[src/rtl/midi_pkg.sv]
// MIDI shared definitions: status constants, message bundle, data-length lookup.
// Used by both the MIDI transmitter and receiver.
package midi_pkg;

  localparam logic [3:0] NOTE_OFF    = 4'h8;
  localparam logic [3:0] NOTE_ON     = 4'h9;
  localparam logic [3:0] POLY_PRESS  = 4'hA;
  localparam logic [3:0] CTRL_CHANGE = 4'hB;
  localparam logic [3:0] PROG_CHANGE = 4'hC;
  localparam logic [3:0] CHAN_PRESS  = 4'hD;
  localparam logic [3:0] PITCH_BEND  = 4'hE;

  localparam logic [7:0] SYSEX_START  = 8'hF0;
  localparam logic [7:0] MTC_QFRAME   = 8'hF1;
  localparam logic [7:0] SONG_POS     = 8'hF2;
  localparam logic [7:0] SONG_SEL     = 8'hF3;
  localparam logic [7:0] TUNE_REQ     = 8'hF6;
  localparam logic [7:0] SYSEX_END    = 8'hF7;
  localparam logic [7:0] RT_CLOCK     = 8'hF8;
  localparam logic [7:0] RT_START     = 8'hFA;
  localparam logic [7:0] RT_CONTINUE  = 8'hFB;
  localparam logic [7:0] RT_STOP      = 8'hFC;
  localparam logic [7:0] RT_SENSE     = 8'hFE;
  localparam logic [7:0] RT_RESET     = 8'hFF;

  typedef struct packed {
    logic [7:0] status;
    logic [6:0] data1;
    logic [6:0] data2;
    logic [1:0] len;
  } midi_msg_t;

  typedef enum logic [1:0] {
    S_IDLE, S_START, S_DATA, S_STOP
  } uart_state_t;

  typedef enum logic [1:0] {
    P_NONE, P_CHAN, P_SYSCOM, P_SYSEX
  } parse_state_t;

  function automatic logic [1:0] midi_data_len(
    input logic [7:0] status
  );
    case (status[7:4])
      NOTE_OFF, NOTE_ON, POLY_PRESS,
      CTRL_CHANGE, PITCH_BEND: return 2'd2;
      PROG_CHANGE, CHAN_PRESS: return 2'd1;
      4'hF: begin
        case (status)
          MTC_QFRAME, SONG_SEL: return 2'd1;
          SONG_POS:             return 2'd2;
          default:              return 2'd0;
        endcase
      end
      default: return 2'd0;
    endcase
  endfunction

endpackage

[src/rtl/midi_rx_if.sv]
// Valid/ready message port between the MIDI receiver and control logic.
// The master owns the message fields; the slave owns ready.
interface midi_rx_if;
  logic       msg_valid;
  logic       msg_ready;
  logic [7:0] msg_status;
  logic [6:0] msg_data1;
  logic [6:0] msg_data2;
  logic [1:0] msg_len;

  modport master (
    output msg_valid, msg_status,
    output msg_data1, msg_data2, msg_len,
    input  msg_ready
  );

  modport slave (
    input  msg_valid, msg_status,
    input  msg_data1, msg_data2, msg_len,
    output msg_ready
  );
endinterface

[src/rtl/midi_uart_rx.sv]
// MIDI serial deserialiser: pin synchroniser and 8N1 bit-timing FSM.
// Emits one-cycle byte_valid or framing_err pulses after each stop sample.
module midi_uart_rx
  import midi_pkg::*;
#(
  parameter int BIT_TICKS   = 3200,
  parameter int SYNC_STAGES = 2
) (
  input  logic       clk,
  input  logic       rst,
  input  logic       midi_in,
  output logic [7:0] data,
  output logic       byte_valid,
  output logic       framing_err
);

  localparam int TW = $clog2(BIT_TICKS);
  localparam logic [TW-1:0] TICK_MAX =
    TW'(BIT_TICKS - 1);
  localparam logic [TW-1:0] HALF_MAX =
    TW'(BIT_TICKS / 2 - 1);

  logic [SYNC_STAGES-1:0] sync;
  logic                   line;
  uart_state_t            state;
  logic [TW-1:0]          tick;
  logic [2:0]             bitcnt;
  logic [7:0]             shreg;

  assign line = sync[SYNC_STAGES-1];
  assign data = shreg;

  // Bring the asynchronous pin into the clk domain; idles high.
  always_ff @(posedge clk or negedge rst) begin
    if (!rst) sync <= '1;
    else      sync <= {sync[SYNC_STAGES-2:0], midi_in};
  end

  // Start detect, mid-bit sampling and stop-bit check.
  always_ff @(posedge clk or negedge rst) begin
    if (!rst) begin
      state       <= S_IDLE;
      tick        <= '0;
      bitcnt      <= '0;
      shreg       <= '0;
      byte_valid  <= 1'b0;
      framing_err <= 1'b0;
    end else begin
      byte_valid  <= 1'b0;
      framing_err <= 1'b0;
      unique case (state)
        S_IDLE: begin
          tick <= '0;
          if (!line) state <= S_START;
        end
        S_START: begin
          if (tick == HALF_MAX) begin
            tick   <= '0;
            bitcnt <= '0;
            state  <= line ? S_IDLE : S_DATA;
          end else begin
            tick <= tick + 1'b1;
          end
        end
        S_DATA: begin
          if (tick == TICK_MAX) begin
            tick   <= '0;
            shreg  <= {line, shreg[7:1]};
            bitcnt <= bitcnt + 1'b1;
            if (bitcnt == 3'd7) state <= S_STOP;
          end else begin
            tick <= tick + 1'b1;
          end
        end
        S_STOP: begin
          if (tick == TICK_MAX) begin
            tick        <= '0;
            byte_valid  <= line;
            framing_err <= !line;
            state       <= S_IDLE;
          end else begin
            tick <= tick + 1'b1;
          end
        end
        default: state <= S_IDLE;
      endcase
    end
  end

endmodule

[src/rtl/midi_rx.sv]
// MIDI IN receiver: message parser with running status and a
// single-entry holding register on a valid/ready port.
module midi_rx
  import midi_pkg::*;
#(
  parameter int BIT_TICKS   = 3200,
  parameter int SYNC_STAGES = 2
) (
  input  logic       clk,
  input  logic       rst,
  input  logic       midi_in,
  midi_rx_if.master  msg,
  output logic       framing_err,
  output logic       overrun
);

  logic [7:0]   rx_byte;
  logic         byte_valid;
  parse_state_t pst, pst_n;
  logic [7:0]   status, status_n;
  logic [1:0]   expect_len, expect_n;
  logic [1:0]   idx, idx_n;
  logic [6:0]   d1, d1_n;
  logic         emit;
  midi_msg_t    emit_msg;
  midi_msg_t    hold;
  logic         hold_valid;
  logic         is_rt, is_chan, is_sys, is_data;

  midi_uart_rx #(
    .BIT_TICKS   (BIT_TICKS),
    .SYNC_STAGES (SYNC_STAGES)
  ) u_uart (
    .clk         (clk),
    .rst         (rst),
    .midi_in     (midi_in),
    .data        (rx_byte),
    .byte_valid  (byte_valid),
    .framing_err (framing_err)
  );

  assign is_rt   = rx_byte >= RT_CLOCK;
  assign is_chan = rx_byte[7] && rx_byte[7:4] != 4'hF;
  assign is_sys  = rx_byte[7:4] == 4'hF && !is_rt;
  assign is_data = !rx_byte[7];

  // Decode each received byte into next parser state and an emit request.
  always_comb begin
    pst_n    = pst;
    status_n = status;
    expect_n = expect_len;
    idx_n    = idx;
    d1_n     = d1;
    emit     = 1'b0;
    emit_msg = '0;
    if (framing_err) begin
      idx_n = '0;
    end else if (byte_valid) begin
      unique case (1'b1)
        is_rt: begin
          emit            = 1'b1;
          emit_msg.status = rx_byte;
        end
        is_chan: begin
          pst_n    = P_CHAN;
          status_n = rx_byte;
          expect_n = midi_data_len(rx_byte);
          idx_n    = '0;
        end
        is_sys: begin
          idx_n = '0;
          if (rx_byte == SYSEX_START) begin
            pst_n = P_SYSEX;
          end else if (rx_byte == TUNE_REQ) begin
            pst_n           = P_NONE;
            emit            = 1'b1;
            emit_msg.status = rx_byte;
          end else if (midi_data_len(rx_byte) != 2'd0) begin
            pst_n    = P_SYSCOM;
            status_n = rx_byte;
            expect_n = midi_data_len(rx_byte);
          end else begin
            pst_n = P_NONE;
          end
        end
        is_data: begin
          if (pst == P_CHAN || pst == P_SYSCOM) begin
            if (idx + 2'd1 == expect_len) begin
              emit            = 1'b1;
              emit_msg.status = status;
              emit_msg.len    = expect_len;
              emit_msg.data1  = (idx == 2'd0) ? rx_byte[6:0] : d1;
              emit_msg.data2  = (idx == 2'd0) ? 7'd0 : rx_byte[6:0];
              idx_n           = '0;
              if (pst == P_SYSCOM) pst_n = P_NONE;
            end else begin
              d1_n  = rx_byte[6:0];
              idx_n = idx + 2'd1;
            end
          end
        end
        default: ;
      endcase
    end
  end

  // Parser registers, holding register and overrun pulse.
  always_ff @(posedge clk or negedge rst) begin
    if (!rst) begin
      pst        <= P_NONE;
      status     <= '0;
      expect_len <= '0;
      idx        <= '0;
      d1         <= '0;
      hold       <= '0;
      hold_valid <= 1'b0;
      overrun    <= 1'b0;
    end else begin
      pst        <= pst_n;
      status     <= status_n;
      expect_len <= expect_n;
      idx        <= idx_n;
      d1         <= d1_n;
      overrun    <= 1'b0;
      if (emit) begin
        if (!hold_valid || msg.msg_ready) begin
          hold       <= emit_msg;
          hold_valid <= 1'b1;
        end else begin
          overrun <= 1'b1;
        end
      end else if (hold_valid && msg.msg_ready) begin
        hold_valid <= 1'b0;
      end
    end
  end

  assign msg.msg_valid  = hold_valid;
  assign msg.msg_status = hold.status;
  assign msg.msg_data1  = hold.data1;
  assign msg.msg_data2  = hold.data2;
  assign msg.msg_len    = hold.len;

endmodule

[src/flat_wrapper.sv]
// flat-port wrapper written by rule: the top's interface ports become plain ports
module midi_rx_flat import midi_pkg::*;
#(
  parameter int BIT_TICKS   = 3200,
  parameter int SYNC_STAGES = 2
)
  (clk, rst, midi_in, framing_err, overrun, msg_msg_valid, msg_msg_status, msg_msg_data1, msg_msg_data2, msg_msg_len, msg_msg_ready);
  midi_rx_if msg_i ();
  input  logic clk;
  input  logic rst;
  input  logic midi_in;
  output logic framing_err;
  output logic overrun;
  output wire logic [$bits(msg_i.msg_valid)-1:0] msg_msg_valid;
  output wire logic [$bits(msg_i.msg_status)-1:0] msg_msg_status;
  output wire logic [$bits(msg_i.msg_data1)-1:0] msg_msg_data1;
  output wire logic [$bits(msg_i.msg_data2)-1:0] msg_msg_data2;
  output wire logic [$bits(msg_i.msg_len)-1:0] msg_msg_len;
  input wire logic [$bits(msg_i.msg_ready)-1:0] msg_msg_ready;
  assign msg_msg_valid = msg_i.msg_valid;
  assign msg_msg_status = msg_i.msg_status;
  assign msg_msg_data1 = msg_i.msg_data1;
  assign msg_msg_data2 = msg_i.msg_data2;
  assign msg_msg_len = msg_i.msg_len;
  assign msg_i.msg_ready = msg_msg_ready;
  midi_rx #(.BIT_TICKS(BIT_TICKS), .SYNC_STAGES(SYNC_STAGES)) u_core (.clk(clk), .rst(rst), .midi_in(midi_in), .msg(msg_i), .framing_err(framing_err), .overrun(overrun));
endmodule
[config.mk]
export PLATFORM = sky130hd
export DESIGN_NAME = midi_rx_flat
export DESIGN_NICKNAME = d
export VERILOG_FILES = /design/src/rtl/midi_pkg.sv /design/src/rtl/midi_rx_if.sv /design/src/rtl/midi_uart_rx.sv /design/src/rtl/midi_rx.sv /design/src/flat_wrapper.sv
export SDC_FILE = /design/constraint.sdc
export NUM_CORES = 1
export LEC_CHECK = 0
export CORE_UTILIZATION = 57
export CTS_BUF_LIST = sky130_fd_sc_hd__clkbuf_4 sky130_fd_sc_hd__clkbuf_8 sky130_fd_sc_hd__clkbuf_16
export CTS_CLUSTER_SIZE = 16
export DETAILED_ROUTE_END_ITERATION = 6
export GPL_TIMING_DRIVEN = 0
export PLACE_DENSITY_LB_ADDON = 0.25
export SLEW_MARGIN = 20
export SYNTH_ARGS = -nofsm -noshare
export SYNTH_HDL_FRONTEND = slang
export SYNTH_SLANG_ARGS = --single-unit
[constraint.sdc]
create_clock -name clk -period 2.4 [get_ports clk]
set_input_delay 0.36 -clock clk [delete_from_list [all_inputs] [get_ports clk]]
set_output_delay 0.36 -clock clk [all_outputs]
set_load 0.01 [all_outputs]
==> results of run 1 <==
[through the flow]
step,instance area (um^2),worst slack [ps]
2_1_floorplan,3583,226.3
3_3_place_gp,3978,-1553
3_5_place_dp,3995,-26.10
4_1_cts,4240,25.13
5_1_grt,4275,-1.125
6_report,4275,30.70
[cells by family (layout without fill, tap and decap cells)]
family                     count (synthesis)  in the layout
DFF                                       76             76
adders and majority gates                  5              5
buffers and inverters                     39             89
and+or+nand+nor                           94             94
xor gates and xnor gates                  10             10
muxes                                     49             49
AOI/OAI and AO/OA                         47             47
[report_power, final]
group	switching [mW]	internal, mW	total [mW]
Clock	0.448	0.592	1.04
Combinational	0.0248	0.00854	0.0334
Sequential	0.00141	1.28	1.28
[what timing repair did]
item	in CTS	in global routing
endpoints found under the hold margin	33	0
setup endpoints to repair	10	22
hold buffers	1	0
setup buffers	1	1
resized for setup	1	4
pin swaps	1	2
[per-layer routing]
metal  vias to the layer above  wire length (um)  GRT usage, %
met3                        16               227         4.045
met1                      1220              3137         29.31
li1                       1229                 -             -
met5                         -                 0             0
met4                         0               146         10.18
met2                        63              3367         38.58
[synthesized netlist by cell type, drive strengths merged, types with 5 or more instances]
library cell / instances
o21ai: 14
mux2: 29
a21oi: 6
buf: 7
nand3: 8
mux2i: 20
nor2: 27
inv: 23
nand4: 5
xor2: 7
nand2: 19
clkbuf: 8
ha: 5
dfrtp: 74
[final cells by class]
cell class	instances	area (um^2)
Buffer	15	76.32
Clock buffer	13	178.9
Clock inverter	3	42.54
Fill cell	443	1715
Inverter	24	90.09
Multi-Input combinational cell	205	1546
Sequential cell	76	1904
Tap cell	75	93.84
Timing Repair Buffer	34	342.8
[state kept, by name, summed over array words and instances (netlist names), 3 cells and up, named ones only]
name and count:
u_core.u_uart.tick 12, u_core.u_uart.data 8, u_core.msg.msg_data2 7, u_core.d1 7, u_core.status 8, u_core.msg.msg_status 8, u_core.u_uart.bitcnt 3, u_core.msg.msg_data1 7
[worst paths after layout]
kind	end	slack, ps	cells after the start
setup / recovery	u_core.msg.msg_status[2]$_DFFE_PN0P_	30	7
hold / removal	u_core.u_uart.sync[1]$_DFF_PN1_	360	0
setup reg to reg	u_core.msg.msg_status[2]$_DFFE_PN0P_	30	7
hold reg to reg	u_core.u_uart.sync[1]$_DFF_PN1_	360	0
max in group asynchronous	u_core.u_uart.sync[0]$_DFF_PN1_	1280	3
min in group asynchronous	u_core.msg.msg_data2[5]$_DFFE_PN0P_	490	2
[cells in the final DEF (no fill, tap or decap), types with 5 or more instances in the layout]
cell	instances
mux2i_1	20
nand4_1	5
inv_1	23
dfrtp_1	74
clkbuf_8	13
o21ai_0	13
clkbuf_1	8
clkdlybuf4s50_1	29
nor2_1	27
a21oi_1	5
mux2_1	8
xor2_1	7
nand2_1	19
mux2_2	21
nand3_1	8
==> flow_metrics.py, run 1 <==
metrics = {
    "run_status": {
        "status": "completed",
    },
    "setup_path": {
        "path_cells": "inv_1, ha_1, xor2_1, or3b_4, a21oi_4, buf_4, mux2_2",
        "slowest_stage": "or3b_4",
        "timing.rr.start": "u_core.idx[0]$_DFFE_PN0P_",
        "startpoint_type": "flip-flop",
        "critical_path_arrival_ps": 2590,
        "crit_required_ps": 2620,
        "critPathKind": "reg2reg",
        "critPathMaxStageDelay_ps": 460,
        "crit_start": "u_core.idx[0]$_DFFE_PN0P_",
        "path_buf_inv": 2,
        "crit_path_end_kind": "flip-flop",
        "path_max_fanout": 7,
        "critPathTopFamily": "simple AND/OR/NAND/NOR gates",
    },
    "logic_synthesis": {
        "synth_nets": 329,
        "ys_seq_area_share_pct": 53.14,
        "ys_types": 54,
        "async_flop_share_pct": 100.0,
        "yosys.area.top_type": "dfrtp_1",
        "netlist_area_mm2": 0.003583,
        "postSynthAreaPerCell_um2": 11.20,
        "synth_xor_area_share_pct": 2.444,
        "synthTopCellsByArea": "dfrtp_1 (52%), mux2_2 (6.6%), mux2i_1 (5.6%)",
        "muxShareOfSynthArea_pct": 14.70,
        "syn_inst": 320,
        "synth_compound_area_share_pct": 9.462,
        "synth_seq_cells": 76,
        "synth_edf_count": 0,
        "synth_ff_type": "dfrtp_1",
        "synth_top_area_share_pct": 51.68,
        "synthAdderAreaFrac_pct": 1.746,
        "synthSimpleGateAreaFrac_pct": 13.97,
        "ys_warn_count": 0,
        "synth_top_family_by_area": "multiplexers",
    },
    "global_routing": {
        "grt_pass1_vias": 2444,
        "grt_usage_pct": 23.11,
        "antenna_found_initial": 0,
        "grt_max_degree": 44,
        "overflow": 0,
        "grt_pass1_wl_mm": 11.30,
    },
    "sta": {
        "fin_crit_sh_pct": 98.72,
        "fmax_mhz": 422.1,
        "setup_viol_count_final": 0,
        "hold_violations": 0,
        "setup_tns_ps": 0,
        "period_minus_slack_ps": 2369,
        "slew_violations": 0,
        "slew_headroom_pct": 46.86,
        "worst_slew_pin_slew_ps": 789.8,
        "hold-worst-slack_ps": 358.2,
        "finClkSkew_ps": 10.38,
    },
    "die": {
        "pin_count": 31,
        "start_util_pct": 59.82,
        "coreArea_mm2": 0.005991,
        "die_area_mm2": 0.006608,
        "fp-row-count": 28,
        "die_w_um": 81.29,
        "die_h_um": 81.29,
    },
    "finish": {
        "syn2layout_area_growth_pct": 19.31,
        "drive_above_1_share_pct": 14.86,
        "nets": 374,
        "final_util_pct": 71.37,
        "finalNonFillerCells": 445,
        "antenna_cells": 0,
    },
    "place": {
        "dp_hpwl_mm": 4.657,
        "dp.cells": 426,
        "portBuffers": 30,
        "place.gp.congestion": 0.8302,
    },
    "power_and_ir_drop": {
        "power_density_mw_per_mm2": 551.6,
        "vdd_drop_max_mv": 0.4259,
        "p_leak_nw": 1.979,
        "finalPower_mw": 2.358,
    },
    "clocking": {
        "cts_root_buf": "clkbuf_8",
        "clk_path_buf_depth": 2,
        "worstSkewPairLatency_ps": 340,
        "cts.sinks": 76,
        "cts_tree": "done",
        "clk_pin_slew_ps": 70,
        "htreeDepth": 3,
        "numCtsBuffers": 9,
    },
    "route": {
        "drt_iter0_markers": 190,
        "avgViaCountPerCell": 5.681,
        "ant_nets": 0,
        "post_drt_wl_per_cell_um": 15.46,
        "vias": 2528,
        "routed_wl_mm": 6.879,
        "drc": 0,
        "dr.pass1.iters": 4,
    },
    "min_path": {
        "min-delay-path-class": "reg2reg",
        "min_from": "u_core.u_uart.sync[0]$_DFF_PN1_",
    },
    "run": {
        "cap_violations": 0,
    },
}
No activity file was read; power rests on OpenSTA's default activity.
==> run 2: changes to the inputs <==
ABC_AREA = 1   (was not set)
CORE_ASPECT_RATIO = 0.8   (was not set)
==> flow_metrics.py, run 2 <==
metrics = {
    "die": {
        "die_w_um": 89.68,
        "pin_count": 31,
        "fp-row-count": 25,
        "die_area_mm2": 0.006470,
        "die_h_um": 72.15,
        "start_util_pct": 59.30,
        "coreArea_mm2": 0.005912,
    },
    "finish": {
        "largest_register_ffs": 12,
        "drive_above_1_share_pct": 10.20,
        "antenna_cells": 0,
        "final_area_mm2": 0.004163,
        "final_common_cell": "nand2_1",
        "largest_register": "u_core.u_uart.tick",
        "final_cell_mix": "nand2_1 (114), dfrtp_1 (74), nor2_1 (44)",
        "finalNonFillerCells": 542,
        "nets": 465,
        "syn2layout_area_growth_pct": 18.74,
    },
    "clocking": {
        "clk_path_buf_depth": 2,
        "post_cts_buffers": 0,
        "numCtsBuffers": 9,
        "cts_root_buf": "clkbuf_8",
        "post_cts_resized": 0,
        "clk_pin_slew_ps": 70,
        "cts_hold_buf": 1,
        "worstSkewPairLatency_ps": 350,
        "cts_tree": "done",
        "cts.sinks": 76,
        "htreeDepth": 3,
    },
    "setup_path": {
        "crit_path_end_kind": "flip-flop",
        "r2r-end": "u_core.msg.msg_data2[3]$_DFFE_PN0P_",
        "critPathKind": "reg2reg",
        "timing.rr.start": "u_core.idx[0]$_DFFE_PN0P_",
        "startpoint_type": "flip-flop",
        "critPathTopFamily": "simple AND/OR/NAND/NOR gates",
        "path_max_fanout": 7,
        "critical_path_arrival_ps": 2290,
        "crit_required_ps": 2680,
        "critPathMaxStageDelay_ps": 380,
        "path_cells": "inv_1, ha_1, xnor2_1, nand2_1, inv_2, nand3_1, nor2_1, nand2_1, o21ai_1",
        "crit_path_frequent_cell": "nand2_1",
        "path_buf_inv": 2,
        "reg2reg_slack_ps": 390,
        "slowest_stage": "dfrtp_1",
        "rr_worst_depth": 9,
    },
    "route": {
        "vias": 2845,
        "dr.pass1.iters": 4,
        "drt_iter0_markers": 194,
        "ant_nets": 0,
        "drc": 0,
        "avgViaCountPerCell": 5.249,
        "post_drt_wl_per_cell_um": 13.36,
        "routed_wl_mm": 7.242,
    },
    "global_routing": {
        "grt_pass1_vias": 2582,
        "antenna_found_initial": 0,
        "grt_usage_pct": 25.34,
        "grt_pass1_wl_mm": 12.15,
        "overflow": 0,
        "grt_max_degree": 51,
    },
    "sta": {
        "fin_crit_sh_pct": 83.65,
        "grt_setup_unrepaired": "no",
        "fmax_mhz": 498.1,
        "finClkSkew_ps": 8.877,
        "slew_headroom_pct": 71.19,
        "setup_viol_count_final": 0,
        "worst_slew_pin_slew_ps": 427.6,
        "hold_violations": 0,
        "worst_slack_ps": 392.3,
        "period_minus_slack_ps": 2008,
        "slew_violations": 0,
    },
    "place": {
        "dp.cells": 525,
        "place.gp.congestion": 0.8525,
        "dp_hpwl_mm": 5.235,
        "dpl_cell_area_mm2": 0.003933,
        "dp_slack_ps": 385.3,
        "portBuffers": 30,
    },
    "logic_synthesis": {
        "synth_ff_type": "dfrtp_1",
        "synth_nets": 422,
        "netlist_area_mm2": 0.003506,
        "ys_types": 28,
        "synthTopCellsByCount": "nand2_1 (114), dfrtp_1 (74), nor2_1 (44), inv_1 (39), o21ai_0 (28)",
        "ys_warn_count": 0,
        "yosys.area.top_type": "dfrtp_1",
        "postSynthAreaPerCell_um2": 8.489,
        "syn_inst": 413,
        "synth_top_area_share_pct": 52.82,
        "yosysMostFrequentCell": "nand2_1",
        "synthTopCellsByArea": "dfrtp_1 (53%), nand2_1 (12%), nor2_1 (4.7%)",
        "ys_seq_area_share_pct": 54.32,
        "synth_seq_cells": 76,
        "synth_edf_count": 0,
        "async_flop_share_pct": 100.0,
    },
    "run": {
        "cap_violations": 0,
    },
    "min_path": {
        "min-delay-path-class": "reg2reg",
        "min_path_cells": 0,
        "min_from": "u_core.u_uart.sync[0]$_DFF_PN1_",
        "min_to": "u_core.u_uart.sync[1]$_DFF_PN1_",
    },
    "power_and_ir_drop": {
        "p_switching_uw": 491.0,
        "vdd_drop_max_mv": 0.3995,
        "clockPowerShare_pct": 44.6,
        "power_density_mw_per_mm2": 571.7,
        "swShare_pct": 20.63,
        "p_seq_share_pct": 54.0,
        "p_leak_nw": 1.928,
        "combPwrFrac_pct": 1.5,
        "finalPower_mw": 2.380,
        "p_int_mw": 1.889,
    },
    "run_status": {
        "status": "completed",
    },
}
## run 2: cell count changes in the layout (fill, tap and decap cells not counted), moves of 7 or more
cell / change
nand2_1: +95
o21ai_1: +22
mux2_2: -21
mux2i_1: -20
nor2_1: +17
inv_1: +16
o21ai_0: +15
nand3_1: +12
o21ai_2: +9
mux2_1: -8
a21oi_1: +7
## run 2: cell type report
class                           count  area (um^2)
Tap cell                           81        101.3
Clock buffer                       10        131.4
Sequential cell                    76         1904
Fill cell                         445         1749
Buffer                             11        77.57
Timing Repair Buffer               32        335.3
Multi-Input combinational cell    285         1369
Clock inverter                      6        88.84
Inverter                           41        155.1
## run 2: cell families (layout without fill, tap and decap cells)
kind of cell	after synthesis	in the layout	synth area share [%]
buf+inv	52	100	6.638
fa+ha+maj	5	5	1.784
simple gates	199	199	23.84
compound gates	73	73	11.42
flops	76	76	54.32
xor+xnor	8	8	1.998
## run 2: power by group through the flow
stage / Combinational [mW] / Clock [mW] / Sequential (mW)
3_5_place_dp: 0.0359 / 0 / 1.31
3_3_place_gp: 0.0304 / 0 / 1.31
5_1_grt: 0.0420 / 1.13 / 1.28
2_1_floorplan: 0.000799 / 0 / 1.31
6_report: 0.0354 / 1.06 / 1.28
4_1_cts: 0.0374 / 1.08 / 1.28
## run 2: metrics by stage
step	setup TNS, ps	utilization (%)	hold slack [ps]
after floorplan	0	-	64.41
after global placement	-116550	66.10	347.0
after detailed placement	0	66.52	292.9
after CTS	0	70.41	360.0
after global routing	0	70.41	361.1
final	0	70.41	358.7
## run 2: how the worst max path moves through the flow
stage | from | to | slack [ps] | cells after the start
2_1_floorplan | u_core.idx[0]$_DFFE_PN0P_ | u_core.msg.msg_status[4]$_DFFE_PN0P_ | 670 | 12
3_3_place_gp | rst | u_core.d1[5]$_DFFE_PN0P_ | -1560 | 1
3_5_place_dp | u_core.idx[0]$_DFFE_PN0P_ | u_core.msg.msg_data2[4]$_DFFE_PN0P_ | 390 | 9
4_1_cts | u_core.idx[0]$_DFFE_PN0P_ | u_core.msg.msg_data2[4]$_DFFE_PN0P_ | 370 | 9
5_1_grt | u_core.idx[0]$_DFFE_PN0P_ | u_core.msg.msg_data2[3]$_DFFE_PN0P_ | 200 | 9
6_report | u_core.idx[0]$_DFFE_PN0P_ | u_core.msg.msg_data2[3]$_DFFE_PN0P_ | 390 | 9
## run 2: layer usage
metal / wire, um / GRT usage, %
met1: 3656 / 37.82
met2: 3088 / 35.19
met3: 394 / 7.850
met4: 102 / 8.289
met5: 0 / 0
==> run 3: changes to the inputs <==
clock period = 1.9 ns   (was 2.4 ns; I/O delays follow)
==> flow_metrics.py, run 3 (synthesis results as in run 2) <==
metrics = {
    "clocking": {
        "cts.sinks": 76,
        "worstSkewPairLatency_ps": 350,
        "numCtsBuffers": 9,
        "clk_pin_slew_ps": 80,
        "cts_tree": "done",
        "cts_root_buf": "clkbuf_8",
        "clk_path_buf_depth": 2,
        "htreeDepth": 3,
    },
    "run": {
        "cap_violations": 0,
    },
    "route": {
        "vias": 2822,
        "wl_met3_um": 369,
        "drt_iter0_markers": 214,
        "avgViaCountPerCell": 5.159,
        "dr.pass1.iters": 5,
        "post_drt_wl_per_cell_um": 13.34,
        "wl_met1_mm": 3.673,
        "ant_nets": 0,
        "routed_wl_mm": 7.296,
        "met2_length_mm": 3.180,
        "highest_layer": "met4",
        "drc": 0,
    },
    "power_and_ir_drop": {
        "power_density_mw_per_mm2": 706.7,
        "vdd_drop_max_mv": 0.5197,
        "p_leak_nw": 1.956,
        "finalPower_mw": 3.006,
    },
    "place": {
        "portBuffers": 30,
        "dp_hpwl_mm": 5.235,
        "dpl_cell_area_mm2": 0.003933,
        "place.gp.congestion": 0.8525,
        "dp_slack_ps": -114.7,
    },
    "min_path": {
        "min_path_cells": 1,
        "min-delay-path-class": "in2reg",
        "min_to": "u_core.u_uart.sync[0]$_DFF_PN1_",
        "min_from": "midi_in",
    },
    "sta": {
        "hold_violations": 0,
        "hold-worst-slack_ps": 338.9,
        "setup_tns_ps": 0,
        "setup_viol_count_final": 0,
        "grt_setup_unrepaired": "yes",
        "fin_crit_sh_pct": 94.69,
        "slew_violations": 0,
        "period_minus_slack_ps": 1799,
        "fmax_mhz": 555.8,
        "worst_slew_pin_slew_ps": 377.7,
        "finClkSkew_ps": 8.174,
        "slew_headroom_pct": 74.82,
        "worst_slack_ps": 100.9,
    },
    "global_routing": {
        "grt_pass1_wl_mm": 12.19,
        "grt_usage_pct": 25.44,
        "overflow": 0,
        "antenna_found_initial": 0,
        "grt_pass1_vias": 2605,
        "grt_max_degree": 51,
    },
    "die": {
        "die_h_um": 72.15,
        "pin_count": 31,
        "die_area_mm2": 0.006470,
        "fp-row-count": 25,
        "start_util_pct": 59.30,
        "die_w_um": 89.68,
        "coreArea_mm2": 0.005912,
    },
    "finish": {
        "final_common_cell": "nand2_1",
        "largest_register_ffs": 12,
        "antenna_cells": 0,
        "nets": 470,
        "syn2layout_area_growth_pct": 21.34,
        "final_cell_mix": "nand2_1 (112), dfrtp_1 (74), nor2_1 (42)",
        "final_area_mm2": 0.004254,
        "drive_above_1_share_pct": 12.88,
        "largest_register": "u_core.u_uart.tick",
        "fillers": 434,
    },
    "setup_path": {
        "critPathKind": "reg2reg",
        "r2r-end": "u_core.msg.msg_data2[3]$_DFFE_PN0P_",
        "reg2reg_slack_ps": 100,
        "critical_path_arrival_ps": 2040,
        "timing.rr.start": "u_core.pst[1]$_DFFE_PN0P_",
        "startpoint_type": "flip-flop",
        "crit_path_end_kind": "flip-flop",
        "crit_required_ps": 2140,
        "path_max_fanout": 10,
        "rr_worst_depth": 9,
    },
    "run_status": {
        "status": "completed",
    },
}
run 3: cell count changes in the layout (fill, tap and decap cells not counted), sizes merged:
cell,delta
buf,+5
run 3: repair_timing:
item,4_1_cts,5_1_grt
gates cloned,0,0
gates resized for setup,1,13
buffers inserted,2,3
setup endpoints to repair,18,47
hold endpoints to repair,26,0
hold buffers,1,0
pin swaps,0,3
run 3: layer usage:
layer / track usage (%) / up-vias
met5: 0 / -
met4: 8.289 / 0
met3: 7.850 / 6
met2: 35.61 / 76
met1: 37.75 / 1314
li1: - / 1426
run 3: layout make-up:
class | count | area (um^2) | share of cell area (%)
sequential | 76 | 1904 | 44.76
multi-input combinational | 285 | 1420 | 33.38
timing repair buffer | 37 | 372.9 | 8.765
inverter | 41 | 155.1 | 3.647
clock buffer | 10 | 131.4 | 3.088
tap | 81 | 101.3 | 2.382
clock inverter | 6 | 88.84 | 2.088
buffer | 11 | 80.08 | 1.882
run 3: worst max-delay path by stage:
stage,startpoint,to,slack (ps),depth (start not counted)
after floorplan,u_core.idx[0]$_DFFE_PN0P_,u_core.msg.msg_status[4]$_DFFE_PN0P_,170,12
after global placement,rst,u_core.d1[5]$_DFFE_PN0P_,-1990,1
after detailed placement,u_core.idx[0]$_DFFE_PN0P_,u_core.msg.msg_data2[4]$_DFFE_PN0P_,-110,9
after CTS,u_core.u_uart.tick[0]$_DFF_PN0_,u_core.u_uart.bitcnt[2]$_DFFE_PN0P_,6,7
after global routing,u_core.idx[0]$_DFFE_PN0P_,u_core.msg.msg_data1[0]$_DFFE_PN0P_,-8,12
final,u_core.pst[1]$_DFFE_PN0P_,u_core.msg.msg_data2[3]$_DFFE_PN0P_,100,9
run 3: power by group:
part	internal, mW	switching, mW	leakage, nW	total (mW)
registers	1.62	0.00150	1.04	1.62
clock network	0.753	0.587	0.106	1.34
logic	0.0125	0.0319	0.810	0.0444
total	2.39	0.620	1.96	3.01
run 3: critical path, cell delays in order (launching register included):
cell	delay, ps
dfrtp_1	390
ha_1	320
nor2_2	270
nand2_1	140
nand2_2	90
nand3_2	80
buf_6	150
buf_6	140
nand2_1	70
o21ai_1	60
run 3: stage by stage:
| step | utilization, % | std cells |
|---|---|---|
| 6_report | 71.96 | 547 |
| 5_1_grt | 71.96 | 547 |
| 4_1_cts | 70.71 | 544 |
| 3_5_place_dp | 66.52 | 525 |
| 3_3_place_gp | 66.10 | 524 |
| 2_1_floorplan | - | 413 |
